<file path="src/rtl/feature_mem_loader.sv">
// Streams input words into a Tn x KERNEL_SIZE feature memory, either as a full
// group-major load or as a single-line refill across all groups.
module feature_mem_loader #(
    parameter int Tn             = 4,
    parameter int KERNEL_SIZE    = 5,
    parameter int DATA_BUS_WIDTH = 64
) (
    input  logic                      clk,
    input  logic                      rst,
    input  logic                      start,
    input  logic                      line_mode,
    input  logic [3:0]                refill_line,
    input  logic [1:0]                kn_size_mode,
    input  logic                      abort,
    input  logic                      in_valid,
    output logic                      in_ready,
    input  logic [DATA_BUS_WIDTH-1:0] in_data,
    output logic                      wr_en,
    output logic [3:0]                wr_mem_group,
    output logic [3:0]                wr_mem_line,
    output logic [DATA_BUS_WIDTH-1:0] wr_data,
    output logic                      busy,
    output logic                      done
);

    typedef enum logic [1:0] {IDLE, LOAD, DONE} state_t;

    localparam logic [3:0] GRP_LAST = 4'(Tn - 1);
    localparam logic [4:0] KS       = 5'(KERNEL_SIZE);

    state_t     state;
    logic       mode;
    logic [3:0] line_last;
    logic [3:0] refill_tgt;
    logic [3:0] grp_cnt;
    logic [3:0] line_cnt;
    logic       accept;
    logic       is_last;
    logic [3:0] cur_line;

    logic                      wr_en_p0;
    logic [3:0]                wr_group_p0;
    logic [3:0]                wr_line_p0;
    logic [DATA_BUS_WIDTH-1:0] wr_data_p0;

    // Index of the last active line for a kernel-size mode, clipped to the memory depth.
    function automatic logic [3:0] calc_line_last(input logic [1:0] m);
        logic [4:0] n;
        case (m)
            2'd0:    n = 5'd1;
            2'd1:    n = 5'd3;
            2'd2:    n = 5'd5;
            default: n = KS;
        endcase
        if (n > KS) n = KS;
        return 4'(n - 5'd1);
    endfunction

    function automatic logic [3:0] clip_line(input logic [3:0] req, input logic [3:0] last);
        return (req > last) ? last : req;
    endfunction

    assign accept   = in_valid && in_ready;
    assign cur_line = mode ? refill_tgt : line_cnt;
    assign is_last  = (grp_cnt == GRP_LAST) && (mode || (line_cnt == line_last));

    always_ff @(posedge clk) begin
        if (rst) begin
            state      <= IDLE;
            mode       <= 1'b0;
            line_last  <= '0;
            refill_tgt <= '0;
            grp_cnt    <= '0;
            line_cnt   <= '0;
            wr_en_p0   <= 1'b0;
        end else begin
            wr_en_p0 <= accept;
            case (state)
                IDLE: begin
                    if (start) begin
                        state      <= LOAD;
                        mode       <= line_mode;
                        line_last  <= calc_line_last(kn_size_mode);
                        refill_tgt <= clip_line(refill_line, calc_line_last(kn_size_mode));
                        grp_cnt    <= '0;
                        line_cnt   <= '0;
                    end
                end
                LOAD: begin
                    // The final word leaves the counters parked at their last position.
                    if (accept && !is_last) begin
                        if (mode || line_cnt == line_last) begin
                            line_cnt <= '0;
                            grp_cnt  <= grp_cnt + 4'd1;
                        end else begin
                            line_cnt <= line_cnt + 4'd1;
                        end
                    end
                    if (abort)                  state <= IDLE;
                    else if (accept && is_last) state <= DONE;
                end
                DONE:    state <= IDLE;
                default: state <= IDLE;
            endcase
        end
    end

    // Stage p0: write port registers, zeroed whenever no word was accepted.
    always_ff @(posedge clk) begin
        wr_data_p0  <= accept ? in_data : '0;
        wr_group_p0 <= accept ? grp_cnt : '0;
        wr_line_p0  <= accept ? cur_line : '0;
    end

    // Outputs are held at zero for every cycle reset is asserted.
    assign in_ready     = (state == LOAD) && !rst;
    assign busy         = (state != IDLE) && !rst;
    assign done         = (state == DONE) && !rst;
    assign wr_en        = wr_en_p0 && !rst;
    assign wr_mem_group = rst ? '0 : wr_group_p0;
    assign wr_mem_line  = rst ? '0 : wr_line_p0;
    assign wr_data      = rst ? '0 : wr_data_p0;

endmodule

</file>
<file path="config.mk">
export PLATFORM = sky130hd
export DESIGN_NAME = feature_mem_loader
export DESIGN_NICKNAME = d
export VERILOG_FILES = /design/src/rtl/feature_mem_loader.sv
export SDC_FILE = /design/constraint.sdc
export NUM_CORES = 1
export LEC_CHECK = 0
export CORE_ASPECT_RATIO = 0.75
export CORE_MARGIN = 10
export CORE_UTILIZATION = 38
export CTS_CLUSTER_DIAMETER = 200
export DETAILED_ROUTE_END_ITERATION = 6
export HOLD_SLACK_MARGIN = 0.02
export PLACE_DENSITY = 0.8
export SKIP_CTS_REPAIR_TIMING = 1
export SYNTH_ARGS = -nofsm -noshare
export SYNTH_HDL_FRONTEND = slang
export SYNTH_SLANG_ARGS = --single-unit
export TNS_END_PERCENT = 20
</file>
<file path="constraint.sdc">
create_clock -name clk -period 1.5 [get_ports clk]
set_input_delay 0.15 -clock clk [delete_from_list [all_inputs] [get_ports clk]]
set_output_delay 0.15 -clock clk [all_outputs]
set_load 0.02 [all_outputs]
</file>
# Word level (Yosys, flattened, before mapping)
# Index checks and enable logic that the tools add are counted.
# op_classes
n_eq_ne	9
n_mux	24
order_cmp	2
addsub	3
reduce_logical	19
# op_table
op	n
$mux W64	1
$mux W4	13
$pmux W4 S2	2
$mux W5	3
$add A4 B1 Y4 const B	2
$logic_and A1 B1 Y1	8
$mux W2	3
$ne A2 B2 Y1 const B	3
$pmux W3 S2	1
$gt A5 B3 Y1 const B	1
$eq A2 B1 Y1 const B	2
$eq A4 B2 Y1 const B	1
$eq A4 B4 Y1	1
$gt A4 B4 Y1	1
$logic_not A2 Y1	2
$pmux W2 S2	1
$reduce_and A2 Y1	2
$reduce_and A4 Y1	1
$reduce_bool A2 Y1	2
$sub A4 B1 Y4 const B	1
$ne A3 B3 Y1 const B	1
$reduce_and A3 Y1	1
$eq A2 B2 Y1 const B	1
$logic_not A1 Y1	2
$logic_or A1 B1 Y1	1
# word_totals
elab_cells	67
input_bits	76
regBits	92
output_inout_bits	76

# Logic depth before layout (Yosys ltp)
# Gate-level depths: netlist of run 1.
# logic_depth
word_depth	13
ltp_mapped	6
ltp_nobuf	6

# Least setup slack after synthesis of run 1
# No wires, ideal clock.
# synth_path
path_type	register to register
from	register state[0]
to	register grp_cnt[3]
arrival_ns	1.448
setup_time_ns	0.073
path_buffers	0
t_required_ns	1.427
path_stages_with_launch	4
setup_slack_ns	-0.021
period_less_slack_ns	1.521
cell_sequence	dfxtp_1 -> nor3b_1 -> a21boi_0 -> a2bb2oi_1
# synth_between
elab_chain_len	6
word_cells_on_any_way	11
classes_between	eq/ne (4); mux (1); reduce/logical (6)
# synth_rtl
element	line	text
from (decl)	31	state_t state;
from (signal assigned)	69	state <= IDLE;
from (signal assigned)	81	state <= LOAD;
from (signal assigned)	99	if (abort) state <= IDLE;
$eq A2 B1 Y1	116	assign in_ready = (state == LOAD) && !rst;
$logic_and A1 B1 Y1	116	
named net in_ready	16	output logic in_ready,
$logic_and A1 B1 Y1	63	assign accept = in_valid && in_ready;
$logic_and A1 B1 Y1	91	if (accept && !is_last) begin
$ne A2 B2 Y1 (no line)	--	
$reduce_and A4 Y1 (no line)	--	
to (signal assigned)	94	grp_cnt <= grp_cnt + 4'd1;
to (decl)	35	logic [3:0] grp_cnt;
# The timed path passes the listed nets, and every way through them passes these cells.
# A chain may end at the register's enable or synchronous reset.

# Worst setup path in the final report of run 1
# layout_path
from	register grp_cnt[0]
to	register line_cnt[1]
# layout_between
elab_chain_len	6
# layout_rtl
element	line	text
$eq A4 B2 Y1	65	assign is_last = (grp_cnt == GRP_LAST) && (mode || (line_cnt == line_last));
$logic_and A1 B1 Y1	65	
$logic_not A1 Y1	91	
$logic_and A1 B1 Y1	91	
$ne A2 B2 Y1 (no line)	--	
$reduce_and A3 Y1 (no line)	--	
to (signal assigned)	96	line_cnt <= line_cnt + 4'd1;
to (decl)	36	logic [3:0] line_cnt;
# No other way between the ends.

==> metrics.md, run 1 <==
| Metric | Value |
|---|---|
| Run status | `finished clean` |
| Top area cells in the synthesized netlist | `sky130_fd_sc_hd__dfxtp_1 53%, sky130_fd_sc_hd__nor2b_1 14%, sky130_fd_sc_hd__and2_1 13%` |
| Arrival @ worst endpoint | `1.69 ns` |
| Kind of start point of the critical path | `flop` |
| Overall routed net length | `9.79 mm` |
| Fraction of final layout cells sized beyond drive strength 1 | `0.112` |
| Number of global-route vias before repair | `3029` |
| Worst Path Class, Setup | `flop to flop` |
| Area added between synthesis and finish | `66.8%` |
| Most instantiated cells after synthesis | `90 x sky130_fd_sc_hd__dfxtp_1, 75 x sky130_fd_sc_hd__nor2b_1, 69 x sky130_fd_sc_hd__and2_1` |
| R2R depth | `5` |
| Clock tree from TritonCTS | `done` |
| Syn Inst Count | `350` |
| Post-route setup slack | `0.0765 ns` |
| Library cell occupying the most area in the post-synthesis netlist | `sky130_fd_sc_hd__dfxtp_1` |
| Mapped cell area | `3420 um^2` |
| Portion of the post-synthesis area used by sequential elements | `0.527` |
| Post-detail-place hpwl | `7.35 mm` |
| #FFs+latches synth | `90` |
| GRT overflow | `0` |
| Synthesized Nets | `430` |
| Final Cycle Share | `0.949` |
| Starting density of the core | `0.398` |
| Last weighted congestion value of the routability-driven placer | `0.830` |
| Period minus WS final | `1.42 ns` |
| First-pass DRT Iterations | `4` |
| Origin of the critical flop-to-flop path | `grp_cnt[0]` |
| Dominant synthesized flop cell | `sky130_fd_sc_hd__dfxtp_1` |
| Die area | `13200 um^2` |
| Final hold violations | `0` |
| Global Route Usage Sum | `0.142` |
| DIE WIDTH | `130 um` |
| Antenna violations before repair | `0` |
| CTS Buffer Depth | `2` |
| Leading cell type by number of instances after synthesis | `sky130_fd_sc_hd__dfxtp_1` |
| Slack of the worst reg-to-reg path | `0.08 ns` |
| Maximum net fanout on the critical path | `4` |
| Pin count of the biggest net entering global routing | `43` |
| Number of antenna-violating nets in the routed design | `0` |
| Placeable Area | `8600 um^2` |
| Number of top-level pins | `152` |
| DR vias | `2872` |
| Setup TNS Final | `0 ns` |
| Worst clock skew | `0.00408 ns` |
| Max-capacitance violation count | `0` |
| Worst Max-Slew Pin Slew | `0.412 ns` |
| DRC viols | `0` |
| Number of nets in the finished design | `594` |
| Ant. Diodes | `0` |
| DP Worst Slack | `-0.474 ns` |
| Worst slew margin relative to its limit | `0.726` |
| Number of DRC violations after detailed-routing iteration 0 | `93` |
| Detail-routed net length per standard cell | `15.6 um` |
| Fraction of registers with async set/reset | `0` |
| Worst IR drop on VDD | `742 uV` |
| Maximum frequency from static timing analysis | `702 MHz` |
| Capturing point of the worst reg2reg path | `line_cnt[1]` |
| Worst hold path cell count | `4` |
| Leakage dissipation | `3.55 nW` |
| Clock H-tree levels | `3` |
| Top-area cell type share of the netlist area | `0.527` |
| TritonCTS sink count | `90` |
| CTS clk-pin slew, worst paths | `0.06 ns` |
| Unique cell type count in the Yosys netlist | `43` |
| Number of core rows | `29` |
| Kind of path behind the tightest hold check | `input port to flop` |
| CP endpoint kind | `flop` |
| Number of buffers created by CTS | `9` |
| Overall die height | `102 um` |
| Min-Delay Startpoint | `refill_line[1]` |
| Vias per inst | `4.58` |
| Total power density per cell area | `907 nW/um^2` |
| Root buf cell | `sky130_fd_sc_hd__clkbuf_16` |
| Global-route wire length before repair | `14.8 mm` |
| Number of setup violations in the final report | `0` |
| Max-slew violation count | `0` |
| Worst-skew pair later-pin latency | `0.33 ns` |
| Input/output buffers | `151` |
| Yosys warning total | `0` |
| Mean instance size in the synthesized netlist | `9.78 um^2` |
| Req. time, crit path | `1.77 ns` |
| Post-synth EDFFs | `0` |
| Hold Path End | `refill_tgt[1]` |
[worst max-delay path, stage by stage (launching register included)]
cell and delay, ns:
sky130_fd_sc_hd__dfxtp_2 0.33, sky130_fd_sc_hd__ha_2 0.20, sky130_fd_sc_hd__nor3b_2 0.17, sky130_fd_sc_hd__and4_1 0.22
sky130_fd_sc_hd__o21ai_0 0.23, sky130_fd_sc_hd__mux2i_1 0.21
[cells by family after synthesis]
kind of cell	after synthesis	synth area share
compound gates	30	0.0611
simple gates	192	0.341
xor+xnor	2	0.00512
buf+inv	26	0.0344
mux	6	0.0176
fa+ha+maj	4	0.0146
flops	90	0.527
[through the flow]
stage,cell area (um^2),hold WS (ns),power [W],cells,utilization
after CTS,5440,0.253,0.00524,627,0.633
after floorplan,3430,0.227,0.00270,350,-
final,5710,0.229,0.00518,627,0.664
after global placement,5140,0.446,0.00299,611,0.598
after detailed placement,5140,0.454,0.00301,611,0.598
after global routing,5710,0.222,0.00539,627,0.664
[area by class of cell]
class	instances	area, um^2
Sequential cell	90	1810
Inverter	8	30.0
Fill cell	662	2890
Clock buffer	12	246
Tap cell	108	135
Timing Repair Buffer	171	1870
Clock inverter	4	51.3
Multi-Input combinational cell	234	1570
[sequential cells by signal, summed over array words and instances (netlist names), 2 cells and up]
register     cells
wr_line_p0       4
grp_cnt          4
line_last        2
refill_tgt       4
wr_group_p0      4
wr_data_p0      64
line_cnt         4
state            2
[worst max path at each step]
stage / start / to / slack [ns] / cells past startpoint
floorplan: grp_cnt[1] / state[0] / 0.07 / 4
global placement: kn_size_mode[1] / refill_tgt[1] / -0.42 / 7
detailed placement: kn_size_mode[1] / refill_tgt[1] / -0.47 / 7
CTS: state[0] / in_ready / -0.37 / 2
global route: grp_cnt[0] / line_cnt[0] / -0.007 / 5
finish: grp_cnt[0] / line_cnt[1] / 0.08 / 5
[routing by layer]
metal  share of wire  routed length, um  track usage
met5               0                  0            0
met4           0.012                114       0.0543
met3            0.11               1120       0.0890
met2            0.46               4470        0.224
met1            0.42               4080        0.152
[placed cells by master (no fill, tap or decap), types with 2 or more instances in the layout]
cell type / instances
sky130_fd_sc_hd__nor2b_1: 74
sky130_fd_sc_hd__buf_4: 19
sky130_fd_sc_hd__o21ai_1: 3
sky130_fd_sc_hd__nand2b_1: 3
sky130_fd_sc_hd__a311oi_1: 2
sky130_fd_sc_hd__dfxtp_2: 3
sky130_fd_sc_hd__inv_1: 6
sky130_fd_sc_hd__clkbuf_1: 2
sky130_fd_sc_hd__ha_4: 2
sky130_fd_sc_hd__clkdlybuf4s50_1: 70
sky130_fd_sc_hd__nand2_1: 10
sky130_fd_sc_hd__and2_1: 69
sky130_fd_sc_hd__mux2i_1: 6
sky130_fd_sc_hd__nand2_2: 2
sky130_fd_sc_hd__inv_2: 2
sky130_fd_sc_hd__nor2_1: 13
sky130_fd_sc_hd__o21ai_0: 8
sky130_fd_sc_hd__a31oi_1: 2
sky130_fd_sc_hd__a21oi_1: 4
sky130_fd_sc_hd__nor3b_2: 3
sky130_fd_sc_hd__dfxtp_1: 87
sky130_fd_sc_hd__nand3_1: 4
sky130_fd_sc_hd__clkbuf_16: 9
sky130_fd_sc_hd__nor3b_1: 2
sky130_fd_sc_hd__dlymetal6s2s_1: 80
[power by group]
group,internal (W),switching (W),total (W)
Combinational,0.000311,0.000202,0.000513
Clock,0.00134,0.000873,0.00221
Sequential,0.00244,0.0000187,0.00246
Total,0.00408,0.00109,0.00518
(Power assumes the default switching activity.)
==> run 2: changes to the inputs <==
CORE_UTILIZATION = 40   (was 38)
DONT_BUFFER_PORTS = 1   (was not set)
PLACE_DENSITY = 0.59   (was 0.8)
==> metrics.md, run 2 (synthesis gave the netlist of run 1 again) <==
| Metric | Value |
|---|---|
| Run status | `finished clean` |
| Ant. Diodes | `0` |
| Period minus WS final | `1.40 ns` |
| Number of buffers created by CTS | `9` |
| Pin count of the biggest net entering global routing | `89` |
| Root buf cell | `sky130_fd_sc_hd__clkbuf_16` |
| Global Route Usage Sum | `0.120` |
| Most common cell after layout, fill and taps aside | `sky130_fd_sc_hd__dfxtp_1` |
| Worst IR drop on VDD | `794 uV` |
| Total power density per cell area | `1040 nW/um^2` |
| Share of power burned in combinational logic | `0.077` |
| CTS clk-pin slew, worst paths | `0.06 ns` |
| First-pass DRT Iterations | `4` |
| Library cell appearing most often on the critical path | `sky130_fd_sc_hd__o21ai_0` |
| Maximum net fanout on the critical path | `4` |
| Largest register by flop count | `wr_data_p0` |
| DR vias | `2528` |
| Internal | `0.00376 W` |
| Setup repair after global routing missed its margin | `true` |
| Placeable Area | `8380 um^2` |
| Vias per inst | `4.67` |
| Input/output buffers | `0` |
| GRT overflow | `0` |
| Filler cell count in the final layout | `718` |
| M3 GR Usage | `0.0843` |
| Switching share of total power | `0.214` |
| Met1 usage | `0.136` |
| CTS Buffer Depth | `2` |
| Kind of path behind the tightest hold check | `input port to flop` |
| Leakage dissipation | `1.81 nW` |
| Clock H-tree levels | `3` |
| Number of top-level pins | `152` |
| Global-route wire length before repair | `12.3 mm` |
| Clock tree from TritonCTS | `done` |
| TritonCTS sink count | `90` |
| Clock network power share | `0.410` |
| Final core utilization | `0.547` |
| DRC viols | `0` |
| Critical path, cell by cell | `ha_2, nor3b_2, and4_1, o21ai_0, o21ai_0` |
| Worst Path Class, Setup | `flop to flop` |
| Number of DRC violations after detailed-routing iteration 0 | `88` |
| Met2 Track Usage GR | `0.176` |
| Overall routed net length | `8.93 mm` |
| Area added between synthesis and finish | `34.0%` |
| Max-capacitance violation count | `0` |
| Antenna violations before repair | `0` |
| Detail-routed net length per standard cell | `16.5 um` |
| Slowest cell on crit path | `sky130_fd_sc_hd__dfxtp_2` |
| Commonest cells after routing, fill and taps aside | `88 x sky130_fd_sc_hd__dfxtp_1, 75 x sky130_fd_sc_hd__nor2b_1, 72 x sky130_fd_sc_hd__dlygate4sd3_1, 69 x sky130_fd_sc_hd__and2_1, 14 x sky130_fd_sc_hd__buf_4` |
| Number of setup violations in the final report | `0` |
| Worst slew margin relative to its limit | `0.670` |
| CP endpoint kind | `flop` |
| Req. time, crit path | `1.71 ns` |
| Number of global-route vias before repair | `2338` |
| Overall die height | `100 um` |
| Number of antenna-violating nets in the routed design | `0` |
| Share of total power in sequential cells | `0.513` |
| Number of nets in the finished design | `509` |
| Post-detail-place hpwl | `5.82 mm` |
| Number of core rows | `29` |
| Last weighted congestion value of the routability-driven placer | `0.788` |
| Final Cycle Share | `0.936` |
| Maximum frequency from static timing analysis | `712 MHz` |
| Die area | `12700 um^2` |
| DIE WIDTH | `127 um` |
| Worst clock skew | `0.00212 ns` |
| Starting density of the core | `0.408` |
| Largest incremental delay on the critical path | `0.33 ns` |
| Worst-skew pair later-pin latency | `0.33 ns` |
| Final hold violations | `0` |
| Arrival @ worst endpoint | `1.61 ns` |
| Number of flip-flops in the largest register | `64` |
| Final worst hold slack | `0.0228 ns` |
| Worst Max-Slew Pin Slew | `0.495 ns` |
| Peak-usage layer in the global routing report | `met2` |
| NetSw | `0.00102 W` |
| Max-slew violation count | `0` |
| Kind of start point of the critical path | `flop` |
| Fraction of final layout cells sized beyond drive strength 1 | `0.0970` |
## run 2: cell count changes in the layout (fill, tap and decap cells not counted), moves of 3 or more
cell,before,now
sky130_fd_sc_hd__o21ai_0,8,11
sky130_fd_sc_hd__dlymetal6s2s_1,80,0
sky130_fd_sc_hd__buf_4,19,14
sky130_fd_sc_hd__dlygate4sd3_1,0,72
sky130_fd_sc_hd__clkdlybuf4s50_1,70,0
## run 2: worst max-delay path: cells and delay by family, from the launching register on
family | cells | cell delay [ns]
AO/OA/AOI/OAI | 2 | 0.38
adder cells (fa/ha/maj) | 1 | 0.19
flip-flops | 1 | 0.33
AND/OR/NAND/NOR | 2 | 0.38
## run 2: per-stage QoR
| step | cells | instance area, um^2 | total power (W) | setup slack [ns] | TNS [ns] |
|---|---|---|---|---|---|
| final | 541 | 4580 | 0.00478 | 0.0956 | 0 |
| after CTS | 469 | 3830 | 0.00471 | -0.0820 | -0.400 |
| after global placement | 454 | 3580 | 0.00272 | -0.0173 | -0.0173 |
| after floorplan | 350 | 3430 | 0.00270 | 0.0678 | 0 |
| after global routing | 541 | 4580 | 0.00500 | -0.00268 | -0.00268 |
| after detailed placement | 454 | 3580 | 0.00272 | -0.0573 | -0.170 |
## run 2: area by class of cell
type                            count  area, um^2  area share
Clock buffer                       12         236      0.0516
Inverter                            8        30.0     0.00655
Tap cell                          108         135      0.0295
Timing Repair Buffer               86         826       0.180
Multi-Input combinational cell    234        1540       0.335
Sequential cell                    90        1800       0.394
Clock inverter                      3        17.5     0.00382
## run 2: layer usage
| metal | routed length [um] | share of wire |
|---|---|---|
| met5 | 0 | 0 |
| met4 | 90 | 0.010 |
| met3 | 1040 | 0.12 |
| met2 | 4060 | 0.45 |
| met1 | 3740 | 0.42 |
## run 2: path summary, 6_finish.rpt
| kind | start | endpoint | slack (ns) | cells after the start |
|---|---|---|---|---|
| worst max register to register | grp_cnt[0] | line_cnt[3] | 0.1 | 5 |
| worst min register to register | refill_tgt[0] | refill_tgt[0] | 0.46 | 2 |
| worst max-delay path | grp_cnt[0] | line_cnt[3] | 0.1 | 5 |
| worst min-delay path | kn_size_mode[1] | refill_tgt[2] | 0.02 | 2 |
## run 2: power groups by stage
| stage | Sequential [W] | Clock [W] | Combinational (W) |
|---|---|---|---|
| after floorplan | 0.00250 | 0 | 0.000199 |
| after global placement | 0.00250 | 0 | 0.000211 |
| after detailed placement | 0.00251 | 0 | 0.000213 |
| after CTS | 0.00245 | 0.00204 | 0.000214 |
| after global routing | 0.00246 | 0.00214 | 0.000406 |
| final | 0.00245 | 0.00196 | 0.000370 |
